[src/rtl/alusys_trace_capture_if.sv]
// alusys_trace_capture_if
//   Bus bundle between the ALU system datapath taps, the trace capture
//   block and the consumer that drains captured records.
//   Sample side : Smp_Valid, ALU_Out[7:0], ALU_FlagOut[3:0] {Z,C,N,O},
//                 ARF_OutB[7:0], MemOut[7:0], IR_Out[15:0]
//   Read side   : Rd_Valid, Rd_Ready, Rd_Data[43:0]
//   Modports    : slave  = the capture block (consumes samples, drives reads)
//                 master = the environment (drives samples, accepts reads)
interface alusys_trace_capture_if;
   logic        Smp_Valid;
   logic [7:0]  ALU_Out;
   logic [3:0]  ALU_FlagOut;
   logic [7:0]  ARF_OutB;
   logic [7:0]  MemOut;
   logic [15:0] IR_Out;
   logic        Rd_Ready;
   logic        Rd_Valid;
   logic [43:0] Rd_Data;

   modport slave (
      input  Smp_Valid, ALU_Out, ALU_FlagOut, ARF_OutB, MemOut, IR_Out,
      input  Rd_Ready,
      output Rd_Valid, Rd_Data
   );

   modport master (
      output Smp_Valid, ALU_Out, ALU_FlagOut, ARF_OutB, MemOut, IR_Out,
      output Rd_Ready,
      input  Rd_Valid, Rd_Data
   );
endinterface

[src/rtl/alusys_trace_capture.sv]
// alusys_trace_capture
//   Response monitor for the ALU system. While a capture session is open,
//   each sample strobe records the observable datapath outputs into an
//   on-chip trace buffer; the buffer is then drained in order over a
//   valid/ready read port with first-word fall-through.
//
//   Record layout: [7:0] ALU_Out, [11:8] ALU_FlagOut, [19:12] ARF_OutB,
//                  [27:20] MemOut, [43:28] IR_Out
//
//   Ports:
//     Clock    - system clock, rising edge
//     Reset    - synchronous, active-high
//     Arm      - open a capture session (IDLE only)
//     Stop     - close the capture session (CAPTURE only)
//     bus      - sample inputs and read port (alusys_trace_capture_if.slave)
//     Count    - records currently held
//     State    - 0=IDLE, 1=CAPTURE, 2=DRAIN
//     Overflow - sticky, a sample arrived during DRAIN and was dropped
//
//   Parameters:
//     DEPTH    - trace entries, power of 2, 2..256
//
//   Optional feature macro: TRACE_CHANGE_ONLY_EN
//     When defined, a sample in CAPTURE is stored only if its record differs
//     from the last record stored this session (the first one always is).
module alusys_trace_capture #(
   parameter int unsigned DEPTH = 16
) (
   input  logic                         Clock,
   input  logic                         Reset,
   input  logic                         Arm,
   input  logic                         Stop,
   alusys_trace_capture_if.slave        bus,
   output logic [$clog2(DEPTH+1)-1:0]   Count,
   output logic [1:0]                   State,
   output logic                         Overflow
);

   localparam int unsigned AW = $clog2(DEPTH);
   localparam int unsigned CW = $clog2(DEPTH) + 1;

   typedef enum logic [1:0] {
      ST_IDLE    = 2'd0,
      ST_CAPTURE = 2'd1,
      ST_DRAIN   = 2'd2
   } state_t;

   state_t            state_q, state_d;
   logic [AW-1:0]     wr_ptr_q, rd_ptr_q;
   logic [CW-1:0]     count_q, count_after_wr;
   logic              overflow_q;
   logic [43:0]       mem [DEPTH];

   logic [43:0]       rec;
   logic              clear;
   logic              wr_en;
   logic              pop;
   logic              ovf_set;
   logic              rd_valid;
   logic              sample_new;

   assign rec = {bus.IR_Out, bus.MemOut, bus.ARF_OutB, bus.ALU_FlagOut, bus.ALU_Out};

`ifdef TRACE_CHANGE_ONLY_EN
   logic [43:0] last_q;
   logic        have_last_q;

   assign sample_new = !have_last_q || (rec != last_q);

   always_ff @(posedge Clock) begin
      if (Reset) begin
         have_last_q <= 1'b0;
         last_q      <= '0;
      end else if (clear) begin
         have_last_q <= 1'b0;
      end else if (wr_en) begin
         have_last_q <= 1'b1;
         last_q      <= rec;
      end
   end
`else
   assign sample_new = 1'b1;
`endif

   assign count_after_wr = count_q + CW'(wr_en);
   assign rd_valid       = (state_q == ST_DRAIN) && (count_q != '0);

   always_comb begin
      state_d = state_q;
      clear   = 1'b0;
      wr_en   = 1'b0;
      pop     = 1'b0;
      ovf_set = 1'b0;
      case (state_q)
         ST_CAPTURE: begin
            // count_q < DEPTH always holds here; the guard just keeps the
            // buffer from ever being overrun.
            wr_en = bus.Smp_Valid && sample_new && (count_q != CW'(DEPTH));
            if (wr_en && (count_after_wr == CW'(DEPTH)))
               state_d = ST_DRAIN;
            else if (Stop)
               state_d = (count_after_wr != '0) ? ST_DRAIN : ST_IDLE;
         end
         ST_DRAIN: begin
            pop     = rd_valid && bus.Rd_Ready;
            ovf_set = bus.Smp_Valid;
            if ((pop && (count_q == CW'(1))) || (count_q == '0))
               state_d = ST_IDLE;
         end
         default: begin
            // IDLE, and the unused encoding which behaves as IDLE
            if (Arm) begin
               state_d = ST_CAPTURE;
               clear   = 1'b1;
            end else begin
               state_d = ST_IDLE;
            end
         end
      endcase
   end

   always_ff @(posedge Clock) begin
      if (Reset) begin
         state_q    <= ST_IDLE;
         wr_ptr_q   <= '0;
         rd_ptr_q   <= '0;
         count_q    <= '0;
         overflow_q <= 1'b0;
      end else begin
         state_q <= state_d;
         if (clear) begin
            wr_ptr_q   <= '0;
            rd_ptr_q   <= '0;
            count_q    <= '0;
            overflow_q <= 1'b0;
         end else begin
            if (wr_en)
               wr_ptr_q <= wr_ptr_q + 1'b1;
            if (pop)
               rd_ptr_q <= rd_ptr_q + 1'b1;
            if (wr_en && !pop)
               count_q <= count_q + 1'b1;
            else if (pop && !wr_en)
               count_q <= count_q - 1'b1;
            if (ovf_set)
               overflow_q <= 1'b1;
         end
      end
   end

   // Buffer storage is never cleared; Reset only blocks a write that
   // would otherwise land in the same cycle.
   always_ff @(posedge Clock) begin
      if (wr_en && !Reset)
         mem[wr_ptr_q] <= rec;
   end

   assign bus.Rd_Valid = rd_valid;
   assign bus.Rd_Data  = mem[rd_ptr_q];
   assign Count        = count_q;
   assign State        = state_q;
   assign Overflow     = overflow_q;

endmodule

[src/flat_wrapper.sv]
// flat-port wrapper written by rule: the top's interface ports become plain ports
module alusys_trace_capture_flat 
#(
   parameter int unsigned DEPTH = 16
)
  (Clock, Reset, Arm, Stop, Count, State, Overflow, bus_Smp_Valid, bus_ALU_Out, bus_ALU_FlagOut, bus_ARF_OutB, bus_MemOut, bus_IR_Out, bus_Rd_Ready, bus_Rd_Valid, bus_Rd_Data);
  alusys_trace_capture_if bus_i ();
  input  logic Clock;
  input  logic Reset;
  input  logic Arm;
  input  logic Stop;
  output logic [$clog2(DEPTH+1)-1:0] Count;
  output logic [1:0] State;
  output logic Overflow;
  input wire logic [$bits(bus_i.Smp_Valid)-1:0] bus_Smp_Valid;
  input wire logic [$bits(bus_i.ALU_Out)-1:0] bus_ALU_Out;
  input wire logic [$bits(bus_i.ALU_FlagOut)-1:0] bus_ALU_FlagOut;
  input wire logic [$bits(bus_i.ARF_OutB)-1:0] bus_ARF_OutB;
  input wire logic [$bits(bus_i.MemOut)-1:0] bus_MemOut;
  input wire logic [$bits(bus_i.IR_Out)-1:0] bus_IR_Out;
  input wire logic [$bits(bus_i.Rd_Ready)-1:0] bus_Rd_Ready;
  output wire logic [$bits(bus_i.Rd_Valid)-1:0] bus_Rd_Valid;
  output wire logic [$bits(bus_i.Rd_Data)-1:0] bus_Rd_Data;
  assign bus_i.Smp_Valid = bus_Smp_Valid;
  assign bus_i.ALU_Out = bus_ALU_Out;
  assign bus_i.ALU_FlagOut = bus_ALU_FlagOut;
  assign bus_i.ARF_OutB = bus_ARF_OutB;
  assign bus_i.MemOut = bus_MemOut;
  assign bus_i.IR_Out = bus_IR_Out;
  assign bus_i.Rd_Ready = bus_Rd_Ready;
  assign bus_Rd_Valid = bus_i.Rd_Valid;
  assign bus_Rd_Data = bus_i.Rd_Data;
  alusys_trace_capture #(.DEPTH(DEPTH)) u_core (.Clock(Clock), .Reset(Reset), .Arm(Arm), .Stop(Stop), .bus(bus_i), .Count(Count), .State(State), .Overflow(Overflow));
endmodule
[config.mk]
export PLATFORM = sky130hd
export DESIGN_NAME = alusys_trace_capture_flat
export DESIGN_NICKNAME = d
export VERILOG_FILES = /design/src/rtl/alusys_trace_capture_if.sv /design/src/rtl/alusys_trace_capture.sv /design/src/flat_wrapper.sv
export SDC_FILE = /design/constraint.sdc
export NUM_CORES = 1
export LEC_CHECK = 0
export BUFFER_PORTS_ARGS = -buffer_cell sky130_fd_sc_hd__buf_2
export CAP_MARGIN = 20
export CELL_PAD_IN_SITES_DETAIL_PLACEMENT = 1
export CELL_PAD_IN_SITES_GLOBAL_PLACEMENT = 2
export CORE_UTILIZATION = 50
export DETAILED_ROUTE_END_ITERATION = 10
export GPL_TIMING_DRIVEN = 0
export MAX_ROUTING_LAYER = met4
export PLACE_DENSITY = 0.88
export SYNTH_ARGS = -nofsm -noshare
export SYNTH_HDL_FRONTEND = slang
export SYNTH_SLANG_ARGS = --single-unit
[constraint.sdc]
create_clock -name Clock -period 7.64 [get_ports Clock]
set_input_delay 0.382 -clock Clock [delete_from_list [all_inputs] [get_ports Clock]]
set_output_delay 0.382 -clock Clock [all_outputs]
set_load 0.005 [all_outputs]
==> impl_metrics.yaml <==
finish:
  fin_util_pct: 59.4
  layout.nets: 1394
  fill_cells: 4473
  area_growth_pct: 16.3
  fin_area_um2: 32300
  final_cell_mix: "edfxtp_1 (704), mux4_2 (208), buf_2 (112)"
  drive_above_1_share_pct: 34.8
  instances_no_fill: 2128
  final_common_cell: "edfxtp_1"
drt:
  routed_via_density: 6.19
  ant_nets: 0
  route.detailed.drc: 0
  vias: 13167
  wl_per_cell_um: 32.4
  postRouteWirelength_um: 69000
  drt_iter0_markers: 1456
  first_pass_iters: 5
clock_network:
  clock_path_buffers: 3
  cts_tree: "done"
  htree_levels: 3
  cts.clk_slew.worst_paths_ns: 0.06
  post-cts-setup-buffer-count: 0
  numCtsBuffers: 75
  hold_buffers: 0
  cts.sinks: 724
  cts_root_buffer: "clkbuf_16"
  post_cts_resized: 0
  clock_latency_ns: 0.63
synthesis:
  synth-simple-area-share_pct: 1.24
  synth_warnings: 0
  synth_area_um2: 27700
  muxShareOfSynthArea_pct: 18.1
  synth_compound_area_share_pct: 0.469
  synth_cells: 1124
  synth_top_family_by_area: "multiplexers"
  syn_nets: 1188
  yosysUniqueCellTypes: 39
  synthAdderAreaFrac_pct: 0.631
  synth_xor_area_share_pct: 0.379
  syn_area_per_cell_um2: 24.7
  synth_seq_cells: 724
  yosysSeqAreaShare_pct: 77.6
sta:
  fmax_mhz: 250
  period_needed_ns: 3.99
  tns_ns: 0
  hold_viol: 0
  skew_ns: 0.0196
  setup_viol: 0
  slew_violations: 0
  finalCritPeriodShare_pct: 52.3
  tightest_slew_ns: 0.983
  layout_setup_ws_ns: 3.65
  rsz0062_at_grt: "false"
  relSlewSlack_pct: 34.4
critical_path:
  required_ns: 7.26
  cp-start-kind: "register"
  arrival_ns: 3.61
  endpoint_kind: "primary output"
  path_class: "register to primary output"
  critical_path_peak_fanout: 10
  reg2regPathDepth: 9
floorplan:
  die_w_um: 238
  ios: 103
  core_area_um2: 54300
  die_h_um: 238
  design.die.area_um2: 56400
  rows: 85
  initial_utilization_pct: 51.1
global_route:
  grt_pass1_vias: 14312
  grt_use_total_pct: 26.0
  grt_max_degree: 45
  antenna_found_initial: 3
  grt_pass1_wl_um: 99200
  grt-ovfl-total: 0
pwr:
  clkPwrFrac_pct: 44.3
  p_per_area_nw_per_um2: 250
  pwr-share-seq_pct: 54.1
  netSwitchingFraction_pct: 20.0
  leakage_nw: 9.94
  netSwitchingPower_mw: 1.61
  internal_power_mw: 6.45
  ir_drop_mv: 0.159
  combPwrFrac_pct: 1.5
placed_design:
  dp.cells: 1989
  post-place-ws_ns: 4.25
  dpl_cell_area_um2: 29800
  io_buffers: 101
  hpwl_um: 39200
  gp_congestion: 0.738
flow_run:
  cap_viol_max_count: 0
outcome:
  status: "finished clean"
worst_hold_path:
  hold_depth: 3
  min_path_type: "input port to register"
area by class of cell:
class                           instances  area, um2  area share, %
Sequential cell                       724      21500           66.8
Multi-Input combinational cell        335       5880           18.2
Clock buffer                           95       1990           6.18
Timing Repair Buffer                  129       1100           3.42
Tap cell                              739        925           2.87
Buffer                                 56        397           1.23
Clock inverter                         38        372           1.15
Inverter                                9       33.8          0.105
Antenna cell                            3       7.51         0.0233
state kept, by name (all words and copies together) (netlist names), named ones only:
| signal | count |
|---|---|
| u_core.Count | 5 |
| u_core.Overflow | 1 |
| u_core.State | 2 |
| u_core.mem | 704 |
| u_core.rd_ptr_q | 4 |
| u_core.wr_ptr_q | 4 |
final timing paths:
check | to | start | slack, ns
setup reg to reg | u_core.mem[12][31]$_DFFE_PP_ | u_core.Count[0]$_SDFFE_PP0P_ | 4.32
hold / removal | u_core.Overflow$_SDFFE_PP0P_ | bus_Smp_Valid | 0.04
setup / recovery | bus_Rd_Data[12] | register | 3.65
hold reg to reg | u_core.Overflow$_SDFFE_PP0P_ | u_core.Overflow$_SDFFE_PP0P_ | 0.48
power groups by stage:
stage	combinational (mW)	clock, mW	sequential (mW)
detailed placement	0.123	0	4.45
CTS	0.125	3.62	4.36
finish	0.125	3.58	4.36
floorplan	0.0401	0	4.45
global placement	0.108	0	4.45
global route	0.135	3.73	4.36
cells in the mapped netlist:
cell	number	share of area, %
o311a_1	1	0.036
a211o_1	3	0.095
a311o_1	1	0.036
ha_1	14	0.63
a31oi_1	1	0.023
edfxtp_1	704	76
buf_6	12	0.49
buf_12	5	0.36
o31ai_1	1	0.027
clkbuf_2	1	0.018
dfxtp_1	20	1.4
mux4_1	12	1.1
inv_1	9	0.12
buf_1	12	0.16
nor3_1	1	0.018
o32a_1	1	0.036
a21oi_1	6	0.11
nand4_1	6	0.14
xnor2_1	5	0.16
nand3b_1	1	0.027
mux4_2	208	17
buf_2	11	0.20
and2_1	1	0.023
nor3b_1	3	0.081
or4_1	1	0.027
nor4b_1	3	0.095
or4b_2	1	0.036
and3_1	5	0.11
a31o_2	2	0.063
nand3_1	1	0.018
mux2i_1	2	0.072
nand2_1	12	0.16
a21o_1	1	0.027
clkbuf_1	15	0.20
nand2b_1	3	0.068
nor2_1	29	0.39
xor2_1	7	0.22
o21ai_0	1	0.018
or3_1	2	0.045
per-stage QoR:
stage	power (mW)	hold slack [ns]
finish	8.07	0.0431
floorplan	4.49	0.460
global placement	4.56	0.454
detailed placement	4.57	0.467
global route	8.23	0.0719
CTS	8.11	0.0220
critical path, cell delays in order, from the launching register on:
cell and delay, ns:
dfxtp_1 0.41, clkbuf_1 0.32, buf_2 0.40, buf_1 0.77, mux4_2 0.43, mux4_2 0.51
buf_2 0.15
logic make-up (layout without fill, tap and decap cells):
kind of cell	count (synthesis)	in the layout
buffers and inverters	65	327
multiplexers	222	222
AO/OA/AOI/OAI	18	18
AND/OR/NAND/NOR	69	69
XOR/XNOR	12	12
flip-flops	724	724
adder cells (fa/ha/maj)	14	14
other	0	3
per-layer routing:
| layer | GRT usage, % | up-vias | wire, um |
|---|---|---|---|
| li1 | - | 5294 | - |
| met1 | 33.6 | 6996 | 26800 |
| met2 | 42.3 | 743 | 35400 |
| met3 | 4.04 | 134 | 4890 |
| met4 | 9.27 | 0 | 1860 |
| met5 | - | - | 0 |
Note: power is estimated with default switching activity, not from simulation.
